File: src/rtl/fifo_rd_pkg.sv
// fifo_rd_pkg
// Shared types and defaults for the FIFO read-side controller.
//   rd_state_t  : controller FSM state (IDLE, DRAIN)
//   buf_entry_t : output buffer entry {last, data} at the default word width
//   *_DEF       : default parameter values for fifo_reader
package fifo_rd_pkg;

    localparam int DATA_W_DEF    = 4;
    localparam int BURST_LEN_DEF = 8;
    localparam int TIMEOUT_DEF   = 12;

    typedef enum logic {
        IDLE  = 1'b0,
        DRAIN = 1'b1
    } rd_state_t;

    // The skid buffer stores entries as packed {last, data} vectors of
    // width DATA_W+1, laid out exactly like this struct.
    typedef struct packed {
        logic                  last;
        logic [DATA_W_DEF-1:0] data;
    } buf_entry_t;

endpackage

File: src/rtl/fifo_rd_skid.sv
// fifo_rd_skid
// Two-entry in-order output buffer between the FIFO read port and the
// downstream valid/ready stream.
// Ports:
//   clk, reset   : clock, asynchronous active-low reset
//   push         : write push_data this edge (caller guarantees space)
//   push_data    : entry to store, {last, data}
//   pop          : head consumed this edge (valid and ready)
//   space        : a push this cycle will be accepted
//   valid        : buffer holds at least one entry
//   head         : oldest entry
module fifo_rd_skid #(
    parameter int W = 5
) (
    input  logic         clk,
    input  logic         reset,
    input  logic         push,
    input  logic [W-1:0] push_data,
    input  logic         pop,
    output logic         space,
    output logic         valid,
    output logic [W-1:0] head
);

    logic [W-1:0] entry0;
    logic [W-1:0] entry1;
    logic [1:0]   cnt;

    assign valid = (cnt != 2'd0);
    // A full buffer still has room when the head leaves in the same cycle.
    assign space = (cnt != 2'd2) || pop;
    assign head  = entry0;

    // entry0 is always the head; entry1 only holds the second word.
    always_ff @(posedge clk or negedge reset) begin
        if (!reset) begin
            cnt    <= 2'd0;
            entry0 <= '0;
            entry1 <= '0;
        end else begin
            case ({push, pop})
                2'b10: begin
                    if (cnt == 2'd0) entry0 <= push_data;
                    else             entry1 <= push_data;
                    cnt <= cnt + 2'd1;
                end
                2'b01: begin
                    entry0 <= entry1;
                    cnt    <= cnt - 2'd1;
                end
                2'b11: begin
                    // Count unchanged; the new word lands behind whatever remains.
                    if (cnt == 2'd1) begin
                        entry0 <= push_data;
                    end else begin
                        entry0 <= entry1;
                        entry1 <= push_data;
                    end
                end
                default: ;
            endcase
        end
    end

endmodule

File: src/rtl/fifo_reader.sv
// fifo_reader
// Drains a 16x4 FIFO in bursts of up to BURST_LEN words and presents them
// on a valid/ready stream through a 2-entry buffer.
// Optional feature: define FIFO_RD_TIMEOUT_EN to also start a burst after
// TIMEOUT idle cycles with the FIFO non-empty.
// Ports:
//   clk, reset      : clock, asynchronous active-low reset
//   en              : drain enable
//   fifo_empty      : FIFO empty flag
//   fifo_threshold  : FIFO at least half full
//   fifo_rdata      : FIFO asynchronous read data
//   fifo_rd_en      : FIFO read strobe (combinational)
//   m_valid/m_ready : output handshake
//   m_data, m_last  : output word and end-of-full-burst marker
//   busy            : controller is in DRAIN
//   word_count      : words read since reset, wraps at 2^16
module fifo_reader
    import fifo_rd_pkg::*;
#(
    parameter int DATA_W    = DATA_W_DEF,
    parameter int BURST_LEN = BURST_LEN_DEF,
    parameter int TIMEOUT   = TIMEOUT_DEF
) (
    input  logic              clk,
    input  logic              reset,
    input  logic              en,
    input  logic              fifo_empty,
    input  logic              fifo_threshold,
    input  logic [DATA_W-1:0] fifo_rdata,
    output logic              fifo_rd_en,
    output logic              m_valid,
    input  logic              m_ready,
    output logic [DATA_W-1:0] m_data,
    output logic              m_last,
    output logic              busy,
    output logic [15:0]       word_count
);

    generate
        if (BURST_LEN < 1 || BURST_LEN > 15 || TIMEOUT < 1 || TIMEOUT > 255) begin : g_bad_param
            $error("fifo_reader: BURST_LEN must be 1..15 and TIMEOUT 1..255");
        end
    endgenerate

    rd_state_t         state;
    rd_state_t         next_state;
    logic [3:0]        burst_cnt;
    logic [3:0]        burst_next;
    logic              burst_done;
    logic              space;
    logic              pop;
    logic              timeout_hit;
    logic [DATA_W:0]   push_entry;
    logic [DATA_W:0]   head_entry;

    assign burst_next = burst_cnt + 4'd1;
    assign burst_done = (burst_next == 4'(BURST_LEN));
    assign pop        = m_valid && m_ready;
    assign push_entry = {burst_done, fifo_rdata};

`ifdef FIFO_RD_TIMEOUT_EN
    logic [7:0] idle_cnt;

    assign timeout_hit = (idle_cnt == 8'(TIMEOUT - 1));

    // Counts consecutive non-empty IDLE cycles; restarts whenever the FIFO
    // drains or the controller leaves IDLE.
    always_ff @(posedge clk or negedge reset) begin
        if (!reset) begin
            idle_cnt <= 8'd0;
        end else if (state != IDLE || fifo_empty || next_state == DRAIN) begin
            idle_cnt <= 8'd0;
        end else begin
            idle_cnt <= idle_cnt + 8'd1;
        end
    end
`else
    assign timeout_hit = 1'b0;
`endif

    always_ff @(posedge clk or negedge reset) begin
        if (!reset) begin
            state <= IDLE;
        end else begin
            state <= next_state;
        end
    end

    // The burst ends on its last read, not one cycle later, so a waiting
    // threshold can start the next burst without an extra read.
    always_comb begin
        next_state = state;
        case (state)
            IDLE: begin
                if (en && (fifo_threshold || timeout_hit)) next_state = DRAIN;
            end
            DRAIN: begin
                if ((fifo_rd_en && burst_done) || fifo_empty || !en) next_state = IDLE;
            end
            default: next_state = IDLE;
        endcase
    end

    // The read strobe must never fire on an empty FIFO: its pointer moves
    // on every strobe regardless of the empty flag.
    always_comb begin
        busy       = (state == DRAIN);
        fifo_rd_en = (state == DRAIN) && en && !fifo_empty && space;
    end

    always_ff @(posedge clk or negedge reset) begin
        if (!reset) begin
            burst_cnt  <= 4'd0;
            word_count <= 16'd0;
        end else begin
            if (state == IDLE && next_state == DRAIN) begin
                burst_cnt <= 4'd0;
            end else if (fifo_rd_en) begin
                burst_cnt <= burst_next;
            end
            if (fifo_rd_en) begin
                word_count <= word_count + 16'd1;
            end
        end
    end

    fifo_rd_skid #(
        .W (DATA_W + 1)
    ) u_skid (
        .clk       (clk),
        .reset     (reset),
        .push      (fifo_rd_en),
        .push_data (push_entry),
        .pop       (pop),
        .space     (space),
        .valid     (m_valid),
        .head      (head_entry)
    );

    assign m_data = head_entry[DATA_W-1:0];
    assign m_last = head_entry[DATA_W];

endmodule

File: config.mk
export PLATFORM = sky130hd
export DESIGN_NAME = fifo_reader
export DESIGN_NICKNAME = d
export VERILOG_FILES = /design/src/rtl/fifo_rd_pkg.sv /design/src/rtl/fifo_rd_skid.sv /design/src/rtl/fifo_reader.sv
export SDC_FILE = /design/constraint.sdc
export NUM_CORES = 1
export LEC_CHECK = 0
export BUFFER_PORTS_ARGS = -buffer_cell sky130_fd_sc_hd__buf_2
export CAP_MARGIN = 10
export CORE_MARGIN = 4
export CORE_UTILIZATION = 54
export DETAILED_ROUTE_END_ITERATION = 16
export HOLD_SLACK_MARGIN = 0.08
export PLACE_DENSITY = 0.84
export SYNTH_ARGS = -nofsm -noshare
export SYNTH_HDL_FRONTEND = slang
export SYNTH_SLANG_ARGS = --single-unit
File: constraint.sdc
create_clock -name clk -period 1.9 [get_ports clk]
set_input_delay 0.19 -clock clk [delete_from_list [all_inputs] [get_ports clk]]
set_output_delay 0.19 -clock clk [all_outputs]
set_load 0.01 [all_outputs]
# == Word-level counts from Yosys, hierarchy flattened ==
# Cells that the tools add are included.
# word_totals
register_bits,33
input_bits,10
word_cells,52
# classes
addsub,4
eq_ne,9
n_mux,12
bitwise,1
n_reduce_logical,20
# op_table
op,count
5-bit 2-to-1 mux,4
16-bit by 1-bit adder with 16-bit output (second input constant),1
5-bit case mux with 3 select lines,1
5-bit case mux with 2 select lines,1
4-bit 2-to-1 mux,2
2-bit nonzero test,4
1-bit logical AND,7
2-bit != test (second input constant),3
4-bit by 1-bit adder with 4-bit output (second input constant),1
2-bit by 1-bit equality test with 1-bit output (second input constant),2
2-bit equality test (second input constant),2
4-bit equality test (second input constant),1
2-bit case mux with 2 select lines,1
1-bit logical OR,3
3-bit AND reduction,1
3-bit nonzero test,1
2-bit by 1-bit adder with 2-bit output (second input constant),1
1-bit zero test,2
2-bit zero test,1
1-bit 2-to-1 mux,2
2-bit by 1-bit != test with 1-bit output (second input constant),1
1-bit case mux with 2 select lines,1
2-bit AND reduction,1
2-bit by 1-bit subtractor with 2-bit output (second input constant),1
1-bit inverter,1

# == Depth between registers and ports, before layout ==
# Gate-level depths: netlist (run 1).
# depth
depth_word,11
mapped_depth,7
mapped_depth_nobuf,7

# == By module ==
# A second synthesis (run 1) with hierarchy kept.
# hier_totals
cells_unflattened,152
area_unflattened_um2,1731.7
# modules_own_cells
module,instances,cells_per_inst,area_per_inst_um2,seq_area_each_um2
fifo_reader,1,90,1048.5,525.5
fifo_rd_skid,1,62,683.2,300.3

# == Least setup slack after synthesis (run 1) ==
# OpenSTA, ideal clock, no wires.
# synth_path
kind,reg-to-reg
startpoint,register u_skid.cnt[1]
endpoint,register word_count[1]
setup_ns,0.125
arrival_time_ns,1.519
t_required_ns,1.775
slack_ns,0.256
stages_incl_launch_ff,7
path_buffers,0
cell_sequence,dfrtp_1 -> inv_1 -> ha_1 -> and2b_4 -> o21ai_4 -> inv_4 -> mux2_4
# synth_between
elab_chain_len,4
word_cells_on_any_way,5
# synth_rtl
element,line_no,rtl
"start, declared",fifo_rd_skid.sv:27,logic [1:0] cnt;
"start signal, assigned",fifo_rd_skid.sv:45,cnt <= cnt + 2'd1;
"start signal, assigned",fifo_rd_skid.sv:49,cnt <= cnt - 2'd1;
2-bit nonzero test,fifo_rd_skid.sv:29,assign valid = (cnt != 2'd0);
1-bit logical AND,fifo_reader.sv:58,assign pop = m_valid && m_ready;
1-bit logical OR (*),fifo_rd_skid.sv:31,assign space = (cnt != 2'd2) || pop;
1-bit logical AND (*),fifo_reader.sv:108,fifo_rd_en = (state == DRAIN) && en && !fifo_empty && space;
net fifo_rd_en,fifo_reader.sv:30,"output logic fifo_rd_en,"
"end signal, assigned",fifo_reader.sv:122,word_count <= word_count + 16'd1;
"end, declared",fifo_reader.sv:36,output logic [15:0] word_count
# The timed path passes the listed nets; every way through them passes the cells marked *.
# A chain may end at the register's enable or synchronous reset.

# == Worst setup path after layout (run 1) ==
# layout_path
startpoint,register u_skid.cnt[0]
endpoint,output port fifo_rd_en
# layout_between
elab_chain_len,4
word_cells_on_any_way,5
# layout_rtl
element,line_no
2-bit nonzero test,fifo_rd_skid.sv:29
1-bit logical AND,fifo_reader.sv:58
1-bit logical OR (*),fifo_rd_skid.sv:31
1-bit logical AND (*),fifo_reader.sv:108
"end, declared",fifo_reader.sv:30
# Mark *: on every way between the ends. The rest lies on a longest branch, timed or not.

==> results of run 1 <==
synthesized netlist by cell type, drive strengths merged:
master | n | share of area
a21oi | 2 | 0.0082
a31oi | 2 | 0.016
and3b | 2 | 0.010
nand3 | 9 | 0.027
and3 | 1 | 0.0037
a22o | 5 | 0.026
a21o | 5 | 0.022
and2b | 1 | 0.0060
nor3 | 3 | 0.0090
o2111a | 2 | 0.015
mux2i | 1 | 0.0060
xor2 | 3 | 0.016
a22oi | 1 | 0.0045
xnor2 | 14 | 0.073
a211oi | 2 | 0.016
nand4 | 4 | 0.015
nand2 | 12 | 0.027
mux2 | 5 | 0.045
nand2b | 1 | 0.0082
and4 | 3 | 0.016
o21ai | 7 | 0.028
nand3b | 2 | 0.0090
a21boi | 1 | 0.0045
and2 | 1 | 0.0037
buf | 2 | 0.0090
o31ai | 1 | 0.0045
inv | 6 | 0.015
o2111ai | 1 | 0.0052
ha | 6 | 0.045
nor2 | 6 | 0.013
dfrtp | 33 | 0.49
registers in the layout, indices dropped and copies added (netlist names):
register       flops
u_skid.head        5
word_count        16
u_skid.entry1      5
u_skid.cnt         2
burst_cnt          4
busy               1
routing by layer:
metal  share of wire  up-vias
li1                -      610
met1            0.46      626
met2            0.47       33
met3           0.051       10
met4           0.022        0
met5               0        -
kinds of logic after synthesis:
kind of cell             after synthesis
AND/OR/NAND/NOR                       45
flip-flops                            33
adder cells (fa/ha/maj)                6
buffers and inverters                  8
AO/OA/AOI/OAI                         29
XOR/XNOR                              17
multiplexers                           6
area by class of cell:
type                            count  area (sq um)  area share
Sequential cell                    33           826       0.413
Multi-Input combinational cell    103           825       0.413
Timing Repair Buffer               41           235       0.118
Clock buffer                        8          48.8      0.0244
Tap cell                           31          38.8      0.0194
Inverter                            6          25.0      0.0125
what timing repair did:
action / 4_1_cts / 5_1_grt
gates resized for setup: 5 / 0
pin swaps: 1 / 0
endpoints found under the hold margin: 36 / 0
endpoints found under the setup margin: 1 / 1
hold buffers: 4 / 0
setup buffers: 1 / 3
power by group through the flow:
| stage | Combinational, mW | Clock [mW] | Sequential [mW] |
|---|---|---|---|
| CTS | 0.882 | 0.370 | 1.03 |
| floorplan | 0.544 | 0 | 1.05 |
| finish | 0.931 | 0.357 | 1.02 |
| detailed placement | 0.826 | 0 | 1.04 |
| global route | 1.01 | 0.404 | 1.05 |
| global placement | 0.781 | 0 | 1.01 |
stage by stage:
step	hold WS, ns	worst slack [ns]	instances	utilization	total power [mW]
6_report	0.0911	0.0559	222	0.700	2.31
3_3_place_gp	0.275	0.162	206	0.654	1.79
2_1_floorplan	-0.106	0.256	144	-	1.59
4_1_cts	0.0880	0.0456	219	0.693	2.28
5_1_grt	0.100	0.000614	222	0.700	2.46
3_5_place_dp	0.294	0.0892	206	0.654	1.86
worst paths after layout:
path | slack [ns] | endpoint | cells after the start
worst max-delay path | 0.06 | fifo_rd_en | 6
worst max register to register | 0.16 | u_skid.entry1[1] | 6
max in group asynchronous | 1.00 | burst_cnt[0] | 2
worst min-delay path | 0.09 | u_skid.head[2] | 2
worst min register to register | 0.47 | word_count[15] | 1
min in group asynchronous | 0.45 | u_skid.head[2] | 2
worst max-delay path: stages (launching register included):
cell and delay [ns]:
dfrtp_1 0.43, inv_2 0.11, ha_4 0.16, and2b_4 0.22, o21ai_4 0.19, inv_4 0.07
buf_2 0.14
==> results.md, run 1 <==
* GR peak layer: met2
* Met1 usage at 0.226
* Routing usage on met2 at 0.302
* CTS Buf Count at 5
* Final worst path period share at 0.971
* CORE AREA at 0.00285 sq mm
* Vias in the first global route at 1293
* Die Wd at 63.7 um
* Synth Area in Simple Gates at 0.148
* Max Root-Sink Buffers at 2
* Final Hold Fails at 0
* Outcome: finished, final reports clean
* ANT cells at 0
* Required time of the critical path at 1.71 ns
* Synth cell types at 37
* Initial drt markers at 60
* Die Ht at 63.7 um
* Grt ovf at 0
* Final setup violation count at 0
* Critical path class: reg -> out
* Post-route ant nets at 0
* IO Port Bufs at 33
* First-pass GRT wire length at 5870 um
* Finished Cell Area at 0.00200 sq mm
* Drt wl/cell at 15.5 um
* CP max FO at 8
* Area share of xor/xnor cells in the synthesized design at 0.0889
* Seq pwr share at 0.442
* Most frequent cells in the layout: dfrtp_1, buf_2, xnor2_1, nand2_1, nand3_1
* Largest family of logic cells by synthesized area: compound AO/OA/AOI/OAI gates
* Fmax at 542 MHz
* Critical path endpoint category: output pin
* Met3 Resource Use GR at 0.0480
* Leak pwr at 0.993 nW
* FILL cells at 226
* Syn Inst Count at 144
* Die area at 0.00406 sq mm
* P&R area growth vs syn at 19.3%
* Syn_area_per_cell at 11.6 sq um
* H-tree Lvls at 2
* Mapped Area at 0.00168 sq mm
* Tmin final at 1.84 ns
* Gate power share at 0.403
* Number of detailed-route iterations in the first pass at 4
* Net Count, Synth at 160
* Setup Skew at 0.00411 ns
* Crit. Startpoint: u_skid.cnt[0]
* Clock Power Share at 0.155
* HP Class: in -> reg
* Max-slew violation count at 0
* Worst-Margin Slew at 0.709 ns
* Power Density at 1160 mW/mm^2
* Post-synthesis register bit count at 33
* Initial antenna violation count at 0
* # DRC at 0
* Int Power at 1.50 mW
* Seq/Total Area, Yosys at 0.493
* Share of cells above drive strength 1 at 0.319
* Slew HR at 0.527
* Via/cell ratio at 5.76
* Synth warn at 0
* Hold_sp: fifo_rdata[2]
* GPL Wtd Cong at 0.806
* I/O Pins at 34
* Sw frac at 0.351
* Vias after detailed routing at 1279
* Clk slew on worst S/H paths at 0.09 ns
* Max Cap Viol at 0
* Setup TNS Final at 0 ns
* Pin count of the biggest net entering global routing at 34
* CTS tree: built
* GRT Resource Usage Total at 0.183
* Worst-skew pair later-pin latency at 0.32 ns
* FF-to-FF Start: u_skid.cnt[0]
* Area after DPL at 0.00186 sq mm
* Row Count at 19
* Worst EP arrival at 1.65 ns
* Root Buffer: clkbuf_4
* Nets at 206
* NetSw at 812 uW
* Maximum vdd drop at 0.650 mV
* RSZ-0062 raised after global routing: no
* Mux share of post-synthesis cell area at 0.0508
* Post-synthesis adder-cell area fraction at 0.0448
* Compound-cell area share of the yosys netlist at 0.151
* Num Clock Sinks at 33
* Placed wire-length estimate at 2510 um
* Initial Utilization at 0.587
* Setup crit start kind: flip-flop
* Total wire length at 3440 um
Note: power is estimated with default switching activity, not from simulation.
==> inputs of run 2 (changes only) <==
CTS_CLUSTER_DIAMETER = 120   (was not set)
SETUP_SLACK_MARGIN = 0.2   (was not set)
clock period = 2.02 ns   (was 1.9 ns; I/O delays follow)
==> run 2 against run 1 <==
  * Sequential share of layout area is 0.84 points lower
  * Clock skew shrank 0.0017 ns
  * Die area unchanged
  * Flip-flop and latch count unchanged
  * Core utilization is 1.4 points higher
  * Largest cell class is now multi-input gates
  * Combinational power fell by 2.9%
  * Global-route usage up 1.5 points
  * Worst setup slack improved by 0.21 ns
  * Highest routed layer unchanged
  * Sequential power down 6%
  * Design area is 2.1% higher
  * First-iteration DRC count grew 37%
  * Non-clock buffer count is 3 higher
==> results.md, run 2 (synthesis gave the netlist of run 1 again) <==
* Outcome: finished, final reports clean
* Root Buffer: clkbuf_4
* Number of detailed-route iterations in the first pass at 4 (unchanged)
* Drt wl/cell at 16.5 um (+6.7%)
* I/O Pins at 34 (unchanged)
* Hold Path Depth at 3 (+1)
* Final setup violation count at 0 (unchanged)
* GPL Wtd Cong at 0.810 (+0.50%)
* Fmax at 571 MHz
* Worst-skew pair later-pin latency at 0.34 ns (+0.02 ns)
* Worst EP arrival at 1.55 ns (-0.10 ns)
* Setup Skew at 0.00237 ns (-0.00173 ns)
* Die Wd at 63.7 um (unchanged)
* Sink of the worst hold path: busy
* ANT cells at 0 (unchanged)
* Vias after detailed routing at 1308 (+2.3%)
* Setup crit start kind: flip-flop
* FILL cells at 211 (-6.6%)
* Initial drt markers at 82 (+37%)
* Final worst path period share at 0.866
* Share of cells above drive strength 1 at 0.332 (+0.0122)
* GRT Resource Usage Total at 0.198 (+0.0150)
* Register bank with the most flops: word_count
* Pin count of the biggest net entering global routing at 34 (unchanged)
* Post-route ant nets at 0 (unchanged)
* Final Hold Fails at 0 (unchanged)
* Initial Utilization at 0.587 (unchanged)
* Critical path endpoint category: output pin
* Via/cell ratio at 5.84 (+1.4%)
* Maximum vdd drop at 0.730 mV (+12%)
* Clk slew on worst S/H paths at 0.09 ns (about the same)
* CTS tree: built
* Tmin final at 1.75 ns
* Max Root-Sink Buffers at 2 (unchanged)
* Leak pwr at 1.01 nW (+2.1%)
* Largest register FFs at 16 (unchanged)
* Setup TNS Final at 0 ns (unchanged)
* Total wire length at 3700 um (+7.7%)
* Crit-path cells: inv_2 -> ha_4 -> and2b_4 -> o21ai_4 -> inv_4 -> buf_2
* Die Ht at 63.7 um (unchanged)
* Num Clock Sinks at 33 (unchanged)
* Placed wire-length estimate at 2520 um (+0.16%)
* Vias in the first global route at 1348 (+4.3%)
* Most frequent cells in the layout: dfrtp_1, buf_2, xnor2_1, nand2_1, nand3_1
* Hold_sp: fifo_threshold
* Critical path class: reg -> out
* Internal reg-to-reg setup slack at 0.29 ns (+0.13 ns)
* P&R area growth vs syn at 21.7%
* Max incr delay on CP at 0.40 ns (-0.03 ns)
* Final cell count without fillers at 224 (+0.90%)
* R2R Path End: u_skid.head[2]
* HP Class: in -> reg
* CORE AREA at 0.00285 sq mm (unchanged)
* First-pass GRT wire length at 6120 um (+4.2%)
* Dpl cells at 206 (unchanged)
* Required time of the critical path at 1.82 ns (+0.11 ns)
* # DRC at 0 (unchanged)
* Power Density at 1090 mW/mm^2 (-5.3%)
* CP max FO at 4 (-4)
* Initial antenna violation count at 0 (unchanged)
* Final core occ at 0.715 (+0.0145)
* Worst-Margin Slew at 0.727 ns (+0.0174 ns)
* Die area at 0.00406 sq mm (unchanged)
* RSZ-0062 raised after global routing: yes
* H-tree Lvls at 2 (unchanged)
* Worst Path Buf+Inv at 3 (unchanged)
* CTS Buf Count at 5 (unchanged)
* CP top delay family: flip-flops
* Slew HR at 0.515 (-0.0116)
* Max-slew violation count at 0 (unchanged)
* Slowest-stage cell, CP: dfrtp_1
* IO Port Bufs at 33 (unchanged)
* R2R depth at 7 (+1)
* Nets at 209 (+1.5%)
* Row Count at 19 (unchanged)
* Max Cap Viol at 0 (unchanged)
* Grt ovf at 0 (unchanged)
* FF-to-FF Start: u_skid.cnt[0]
==> run 2: metrics by stage <==
| stage | power [mW] | setup WS (ns) | hold WS [ns] | area (sq um) |
|---|---|---|---|---|
| 2_1_floorplan | 1.50 | 0.376 | -0.0936 | 1680 |
| 3_3_place_gp | 1.69 | 0.281 | 0.288 | 1860 |
| 3_5_place_dp | 1.74 | 0.176 | 0.302 | 1860 |
| 4_1_cts | 2.22 | 0.212 | 0.242 | 2020 |
| 5_1_grt | 2.37 | 0.196 | 0.317 | 2040 |
| 6_report | 2.23 | 0.270 | 0.272 | 2040 |
==> run 2: timing repair <==
item,CTS,global route
hold buffers,5,0
setup endpoints to repair,4,1
cloned,0,0
buffers inserted,5,1
endpoints found under the hold margin,37,0
pin swaps,1,2
resized for setup,5,1
==> run 2: tightest hold or removal path, cell delays in order <==
cell	delay, ns
buf_2	0.07
nand3b_1	0.16
o21ai_0	0.13
==> run 2: worst max path at each step <==
stage / start / to / slack [ns] / cells past startpoint
after CTS: u_skid.cnt[1] / fifo_rd_en / 0.21 / 6
after floorplan: u_skid.cnt[1] / word_count[1] / 0.38 / 6
final: u_skid.cnt[0] / fifo_rd_en / 0.27 / 6
after global routing: u_skid.cnt[0] / fifo_rd_en / 0.20 / 6
after detailed placement: u_skid.cnt[1] / word_count[15] / 0.18 / 6
after global placement: u_skid.cnt[0] / word_count[15] / 0.28 / 6
==> run 2: power breakdown <==
group / internal (mW) / switching [mW] / total, mW
Clock: 0.164 / 0.208 / 0.372
Combinational: 0.459 / 0.445 / 0.904
Sequential: 0.825 / 0.131 / 0.956
==> run 2: area by class of cell <==
| type | instances | area, sq um | area share |
|---|---|---|---|
| Multi-Input combinational cell | 103 | 835 | 0.409 |
| Sequential cell | 33 | 826 | 0.405 |
| Timing Repair Buffer | 44 | 260 | 0.128 |
| Clock buffer | 7 | 55.1 | 0.0270 |
| Tap cell | 31 | 38.8 | 0.0190 |
| Inverter | 6 | 25.0 | 0.0123 |
==> run 2: metal layers <==
metal | wire length, um | track usage
met1 | 1610 | 0.235
met2 | 1810 | 0.321
met3 | 157 | 0.0480
met4 | 117 | 0.127
met5 | 0 | 0
